===== config.mk =====
export PLATFORM = sky130hd
export DESIGN_NAME = led_matrix_pwm_driver_flat
export DESIGN_NICKNAME = d
export VERILOG_FILES = /design/src/rtl/led_matrix_pkg.sv /design/src/rtl/led_matrix_pwm_driver_if.sv /design/src/rtl/led_scan_timer.sv /design/src/rtl/led_matrix_pwm_driver.sv /design/src/flat_wrapper.sv
export SDC_FILE = /design/constraint.sdc
export NUM_CORES = 1
export LEC_CHECK = 0
export ABC_AREA = 0
export CORE_ASPECT_RATIO = 0.75
export CORE_MARGIN = 2
export CORE_UTILIZATION = 49
export DETAILED_ROUTE_END_ITERATION = 6
export HOLD_SLACK_MARGIN = 0.02
export PLACE_DENSITY = 0.85
export SLEW_MARGIN = 40
export SYNTH_ARGS = -nofsm -noshare
export SYNTH_HDL_FRONTEND = slang
export SYNTH_SLANG_ARGS = --single-unit

===== constraint.sdc =====
create_clock -name Clock -period 2.7 [get_ports Clock]
set_clock_uncertainty 0.2 [all_clocks]
set_input_delay 0.54 -clock Clock [delete_from_list [all_inputs] [get_ports Clock]]
set_output_delay 0.54 -clock Clock [all_outputs]
set_load 0.02 [all_outputs]

===== src/rtl/led_matrix_pkg.sv =====
// Shared types and helpers for the LED matrix PWM driver: scan state encoding,
// the default intensity type and the PWM slot count per row.
package led_matrix_pkg;

  typedef enum logic {
    BLANK = 1'b0,
    DRIVE = 1'b1
  } scan_state_t;

  localparam int BITS_DEFAULT = 2;

  typedef logic [BITS_DEFAULT-1:0] intensity_t;

  // Number of PWM time slots in one row's DRIVE phase.
  function automatic int slots_per_row(input int bits);
    return (1 << bits) - 1;
  endfunction

endpackage


===== src/rtl/led_matrix_pwm_driver_if.sv =====
// Frame hand-over bus between game logic (master) and the matrix driver (slave).
// Handshake: a frame transfers on a clock edge where frame_valid and frame_ready are both high;
// the master holds frame_valid and the arrays stable until then, and ready never depends on valid.
interface led_matrix_pwm_driver_if #(
  parameter int ROWS = 8,
  parameter int COLS = 8,
  parameter int BITS = 2
) ();

  logic [ROWS-1:0][COLS-1:0][BITS-1:0] red_array;
  logic [ROWS-1:0][COLS-1:0][BITS-1:0] green_array;
  logic                                frame_valid;
  logic                                frame_ready;

  modport master (
    output red_array,
    output green_array,
    output frame_valid,
    input  frame_ready
  );

  modport slave (
    input  red_array,
    input  green_array,
    input  frame_valid,
    output frame_ready
  );

endinterface


===== src/rtl/led_scan_timer.sv =====
// Row scan sequencer: per-row BLANK then DRIVE phases, PWM slot and dwell counting,
// row counter with wrap strobe and a registered frame_start pulse.
module led_scan_timer #(
  parameter int  ROWS  = 8,
  parameter int  BITS  = 2,
  parameter int  DWELL = 4,
  parameter int  BLANK = 1,
  localparam int CNTW  = $clog2(ROWS)
) (
  input  logic                        Clock,
  input  logic                        reset,
  output led_matrix_pkg::scan_state_t state_o,
  output logic [BITS-1:0]             slot_o,
  output logic [CNTW-1:0]             count_o,
  output logic                        drive_o,
  output logic                        row_wrap_o,
  output logic                        frame_start_o
);
  import led_matrix_pkg::*;

  localparam int S    = slots_per_row(BITS);
  localparam int DMAX = (DWELL > BLANK) ? DWELL : BLANK;
  localparam int DW   = $clog2(DMAX + 1);
  localparam scan_state_t ROW_FIRST = (BLANK > 0) ? led_matrix_pkg::BLANK : DRIVE;

  scan_state_t     state_q, state_d;
  logic [DW-1:0]   dwell_q, dwell_d;
  logic [BITS-1:0] slot_q, slot_d;
  logic [CNTW-1:0] count_q, count_d;
  logic            frame_start_q, frame_start_d;
  logic            blank_done, slot_done, row_done, wrap;

  always_ff @(posedge Clock) begin
    if (reset) begin
      state_q       <= ROW_FIRST;
      dwell_q       <= '0;
      slot_q        <= '0;
      count_q       <= '0;
      frame_start_q <= 1'b0;
    end else begin
      state_q       <= state_d;
      dwell_q       <= dwell_d;
      slot_q        <= slot_d;
      count_q       <= count_d;
      frame_start_q <= frame_start_d;
    end
  end

  // frame_start is registered from the wrap, so it lines up with row 0's first clock.
  always_comb begin
    blank_done    = (state_q == led_matrix_pkg::BLANK) && (dwell_q == DW'(BLANK - 1));
    slot_done     = (state_q == DRIVE) && (dwell_q == DW'(DWELL - 1));
    row_done      = slot_done && (slot_q == BITS'(S - 1));
    wrap          = row_done && (count_q == CNTW'(ROWS - 1));
    state_d       = state_q;
    dwell_d       = dwell_q + DW'(1);
    slot_d        = slot_q;
    count_d       = count_q;
    frame_start_d = wrap;
    if (blank_done) begin
      state_d = DRIVE;
      dwell_d = '0;
      slot_d  = '0;
    end else if (row_done) begin
      state_d = ROW_FIRST;
      dwell_d = '0;
      slot_d  = '0;
      count_d = wrap ? '0 : count_q + CNTW'(1);
    end else if (slot_done) begin
      dwell_d = '0;
      slot_d  = slot_q + BITS'(1);
    end
  end

  always_comb begin
    state_o       = state_q;
    slot_o        = slot_q;
    count_o       = count_q;
    drive_o       = (state_q == DRIVE);
    row_wrap_o    = wrap;
    frame_start_o = frame_start_q;
  end

endmodule


===== src/rtl/led_matrix_pwm_driver.sv =====
// Row-scanning red/green LED matrix driver with time-slot PWM and a double-buffered frame input.
// Optional lamp test behind LED_MATRIX_TEST_PATTERN_EN (adds test_en, forcing full intensity).
module led_matrix_pwm_driver #(
  parameter int  ROWS  = 8,
  parameter int  COLS  = 8,
  parameter int  BITS  = 2,
  parameter int  DWELL = 4,
  parameter int  BLANK = 1,
  localparam int CNTW  = $clog2(ROWS)
) (
  input  logic                        Clock,
  input  logic                        reset,
`ifdef LED_MATRIX_TEST_PATTERN_EN
  input  logic                        test_en,
`endif
  led_matrix_pwm_driver_if.slave      frame_if,
  output logic [COLS-1:0]             red_driver,
  output logic [COLS-1:0]             green_driver,
  output logic [ROWS-1:0]             row_sink,
  output logic [CNTW-1:0]             count,
  output logic                        frame_start,
  output led_matrix_pkg::scan_state_t state_dbg_o
);
  import led_matrix_pkg::*;

  typedef logic [ROWS-1:0][COLS-1:0][BITS-1:0] plane_t;

  plane_t          disp_red_q, disp_green_q, shd_red_q, shd_green_q;
  logic            pending_q;
  logic [BITS-1:0] slot;
  logic            drive, row_wrap;
  logic [BITS-1:0] pix_red, pix_green;

  led_scan_timer #(
    .ROWS (ROWS),
    .BITS (BITS),
    .DWELL(DWELL),
    .BLANK(BLANK)
  ) u_timer (
    .Clock        (Clock),
    .reset        (reset),
    .state_o      (state_dbg_o),
    .slot_o       (slot),
    .count_o      (count),
    .drive_o      (drive),
    .row_wrap_o   (row_wrap),
    .frame_start_o(frame_start)
  );

  // Ready is low while a frame waits in the shadow, so a load and a swap never share an edge.
  always_ff @(posedge Clock) begin
    if (reset) begin
      disp_red_q   <= '0;
      disp_green_q <= '0;
      shd_red_q    <= '0;
      shd_green_q  <= '0;
      pending_q    <= 1'b0;
    end else if (row_wrap && pending_q) begin
      disp_red_q   <= shd_red_q;
      disp_green_q <= shd_green_q;
      pending_q    <= 1'b0;
    end else if (frame_if.frame_valid && !pending_q) begin
      shd_red_q    <= frame_if.red_array;
      shd_green_q  <= frame_if.green_array;
      pending_q    <= 1'b1;
    end
  end

  assign frame_if.frame_ready = !pending_q;

  always_comb begin
    red_driver   = '0;
    green_driver = '0;
    row_sink     = '1;
    pix_red      = '0;
    pix_green    = '0;
    if (drive) begin
      row_sink[count] = 1'b0;
      for (int c = 0; c < COLS; c++) begin
        pix_red   = disp_red_q[count][c];
        pix_green = disp_green_q[count][c];
`ifdef LED_MATRIX_TEST_PATTERN_EN
        if (test_en) begin
          pix_red   = '1;
          pix_green = '1;
        end
`endif
        red_driver[c]   = (pix_red > slot);
        green_driver[c] = (pix_green > slot);
      end
    end
  end

endmodule

===== src/flat_wrapper.sv =====
// flat-port wrapper written by rule: the top's interface ports become plain ports
module led_matrix_pwm_driver_flat import led_matrix_pkg::*;
#(
  parameter int  ROWS  = 8,
  parameter int  COLS  = 8,
  parameter int  BITS  = 2,
  parameter int  DWELL = 4,
  parameter int  BLANK = 1,
  localparam int CNTW  = $clog2(ROWS)
)
  (Clock, reset, red_driver, green_driver, row_sink, count, frame_start, state_dbg_o, frame_if_red_array, frame_if_green_array, frame_if_frame_valid, frame_if_frame_ready);
  led_matrix_pwm_driver_if #(.ROWS(ROWS), .COLS(COLS), .BITS(BITS)) frame_if_i ();
  input  logic Clock;
  input  logic reset;
  output logic [COLS-1:0] red_driver;
  output logic [COLS-1:0] green_driver;
  output logic [ROWS-1:0] row_sink;
  output logic [CNTW-1:0] count;
  output logic frame_start;
  output led_matrix_pkg::scan_state_t state_dbg_o;
  input wire logic [$bits(frame_if_i.red_array)-1:0] frame_if_red_array;
  input wire logic [$bits(frame_if_i.green_array)-1:0] frame_if_green_array;
  input wire logic [$bits(frame_if_i.frame_valid)-1:0] frame_if_frame_valid;
  output wire logic [$bits(frame_if_i.frame_ready)-1:0] frame_if_frame_ready;
  assign frame_if_i.red_array = frame_if_red_array;
  assign frame_if_i.green_array = frame_if_green_array;
  assign frame_if_i.frame_valid = frame_if_frame_valid;
  assign frame_if_frame_ready = frame_if_i.frame_ready;
  led_matrix_pwm_driver #(.ROWS(ROWS), .COLS(COLS), .BITS(BITS), .DWELL(DWELL), .BLANK(BLANK)) u_core (.Clock(Clock), .reset(reset), .frame_if(frame_if_i), .red_driver(red_driver), .green_driver(green_driver), .row_sink(row_sink), .count(count), .frame_start(frame_start), .state_dbg_o(state_dbg_o));
endmodule

==> flow_summary.yaml <==
run_status:
  status: "finished with violations"
  violations: "setup timing"
cts:
  cts_hold_buf: 0
  htreeDepth: 2
  clk_latency_ns: 0.58
  cts_inserted_buffers: 49
  cts.sinks: 523
  cts_root_buffer: "clkbuf_16"
  cts_max_path_buffers: 3
  path_clk_slew_ns: 0.07
  cts_tree: "done"
yosys:
  async_reset_ff_frac: 0
  syn-mean-instance-area_um2: 7.95
  yosys_most_used_dff: "dfxtp_1"
  synth_top_area_share: 0.501
  synthTopCellsByArea: "dfxtp_1, nand2_1, a21oi_1"
  synthTopCellsByCount: "nand2_1, a21oi_1, dfxtp_1, clkbuf_1, buf_2"
  synth_seq_cells: 523
  synth_area_mm2: 0.0209
  synth-edff-count: 0
  yosysWarnings: 0
  yosysSeqAreaShare: 0.501
  ys_types: 35
  synth_fp_nets: 2924
  synth.most_common_cell: "nand2_1"
  synth_top_cell_by_area: "dfxtp_1"
  netlist_instances: 2627
drt:
  drt-initial-drc-count: 1899
  ant_nets: 0
  drc: 0
  drtPass1Iterations: 6
  wl_per_cell_um: 17.6
  vias_per_cell: 5.47
  num_vias: 19200
  wirelength_mm: 61.8
timing:
  setup_slack_ns: -0.840
  finalMaxSlewViolations: 0
  setup_viol: 17
  tns_ns: -11.60
  max_freq_mhz: 282
  hold_ws_ns: 0.236
  rsz0062_at_grt: "yes"
  relSlewSlack: 0.570
  hold_viol_final: 0
  period_minus_slack_ns: 3.54
  fin_crit_sh: 1.31
  worst_pin_slew_ns: 0.645
critical_path:
  arrival_ns: 2.80
  cp_max_fo: 12
  cp.required_ns: 1.96
  r2r_slack_ns: 0.19
  end_kind: "output pin"
  critical_path_class: "flop to output pin"
  cp-start-kind: "flop"
grt:
  grt_pass1_wl_mm: 95.1
  grt_pass1_vias: 18200
  grt_max_degree: 93
  track_usage: 0.265
  overflow: 0
  antenna_found_initial: 5
place:
  place_inst: 3385
  routabilityCongestion: 0.929
  hpwl_mm: 42.5
  port_buffers: 288
layout:
  areaGrowthSynthToFinish_pct: 31.9
  drive_above_1_share: 0.144
  multiInputGateArea_mm2: 0.0100
  fill_cells: 3276
  ff_latch_area_mm2: 0.0105
  fin_cells: 3505
  nets: 3191
floorplanning:
  die_y_um: 183
  ioPinCount: 289
  core_mm2: 0.0420
  die_w_um: 242
  fp.dieArea_mm2: 0.0443
  start_util: 0.497
  floorplan.rows: 65
pwr:
  p_leak_nw: 9.70
  powerDensity_mw_per_mm2: 608
  power_w: 0.0168
  peakVddDrop_mv: 0.450
flow_run:
  cap_violations: 0
hold_path:
  min-delay-path-class: "input port to flop"
## layer usage
metal,global-route usage,part of all wire
met1,0.353,0.43
met2,0.434,0.47
met3,0.0445,0.065
met4,0.102,0.036
met5,0,0.00021
## stage by stage
| step | worst slack, ns | utilization | cell area [um2] |
|---|---|---|---|
| 2_1_floorplan | -0.0205 | - | 21100 |
| 3_3_place_gp | -0.661 | 0.588 | 24700 |
| 3_5_place_dp | -0.696 | 0.588 | 24700 |
| 4_1_cts | -0.765 | 0.647 | 27200 |
| 5_1_grt | -0.900 | 0.655 | 27600 |
| 6_report | -0.840 | 0.655 | 27600 |
## cell families (layout without fill, tap and decap cells)
| group | after synthesis | count (layout) | synth area share |
|---|---|---|---|
| other cells | 0 | 4 | 0 |
| buf+inv | 224 | 529 | 0.0557 |
| fa+ha+maj | 38 | 38 | 0.0228 |
| simple gates | 1146 | 1146 | 0.210 |
| xor+xnor | 1 | 1 | 0.000419 |
| flops | 523 | 523 | 0.501 |
| compound gates | 602 | 602 | 0.150 |
| mux | 93 | 93 | 0.0608 |
## what timing repair did
item / in CTS / in global routing
resized for setup: 203 / 69
hold endpoints to repair: 0 / 0
pin swaps: 46 / 42
setup buffers: 21 / 8
cloned: 2 / 1
endpoints found under the setup margin: 25 / 24
## final timing paths
check,start,end,cells after the start
max,u_core.u_timer.count_o[0]$_SDFFE_PP0P_,red_driver[0],11
max reg2reg,u_core.u_timer.count_o[1]$_SDFFE_PP0P_,u_core.disp_green_q[12]$_SDFFE_PP0P_,9
min reg2reg,u_core.shd_green_q[124]$_SDFFE_PP0P_,u_core.disp_green_q[124]$_SDFFE_PP0P_,2
min,reset,u_core.shd_green_q[85]$_SDFFE_PP0P_,2
## layout by cell type (no fill, tap or decap), types with 12 or more instances in the layout
master,instances
clkdlybuf4s50_1,260
a21oi_1,525
buf_12,38
mux4_2,24
buf_6,33
buf_4,71
nor2_1,23
nand2_1,1043
inv_1,22
a21oi_2,21
nor2_4,16
mux2i_1,26
mux2_2,17
nand2_2,27
dfxtp_1,520
ha_4,12
clkbuf_16,53
ha_1,26
mux2_4,14
## area by class of cell
cell class,instances,share of cell area
Multi-Input combinational cell,1880,0.364
Timing Repair Buffer,417,0.162
Clock inverter,24,0.0118
Antenna cell,4,0.000363
Sequential cell,523,0.380
Tap cell,569,0.0258
Inverter,23,0.00322
Clock buffer,65,0.0523
## worst max-delay path, cell delays in order, from the launching register on
cell and delay (ns):
dfxtp_4 0.42, buf_4 0.17, buf_16 0.17, mux2i_2 0.28, o22ai_1 0.16, a21oi_1 0.17, o21ai_0 0.12, ha_1 0.35
nand2_2 0.09, nand2_2 0.07, nor2_4 0.09, buf_6 0.14
## registers in the layout, indices dropped and copies added (netlist names)
signal / flops
u_core.disp_green_q: 128
u_core.disp_red_q: 128
u_core.u_timer.dwell_q: 3
u_core.u_timer.drive_o: 1
u_core.pending_q: 1
u_core.shd_red_q: 128
u_core.u_timer.count_o: 3
u_core.shd_green_q: 128
u_core.u_timer.frame_start_o: 1
u_core.u_timer.slot_o: 2
## where the power goes
part	internal (W)	leakage [nW]	switching [W]
registers	0.00794	4.25	0.000139
clock network	0.00444	0.867	0.00304
logic	0.000580	4.58	0.000612
total	0.0130	9.70	0.00379
Note: power is estimated with default switching activity, not from simulation.
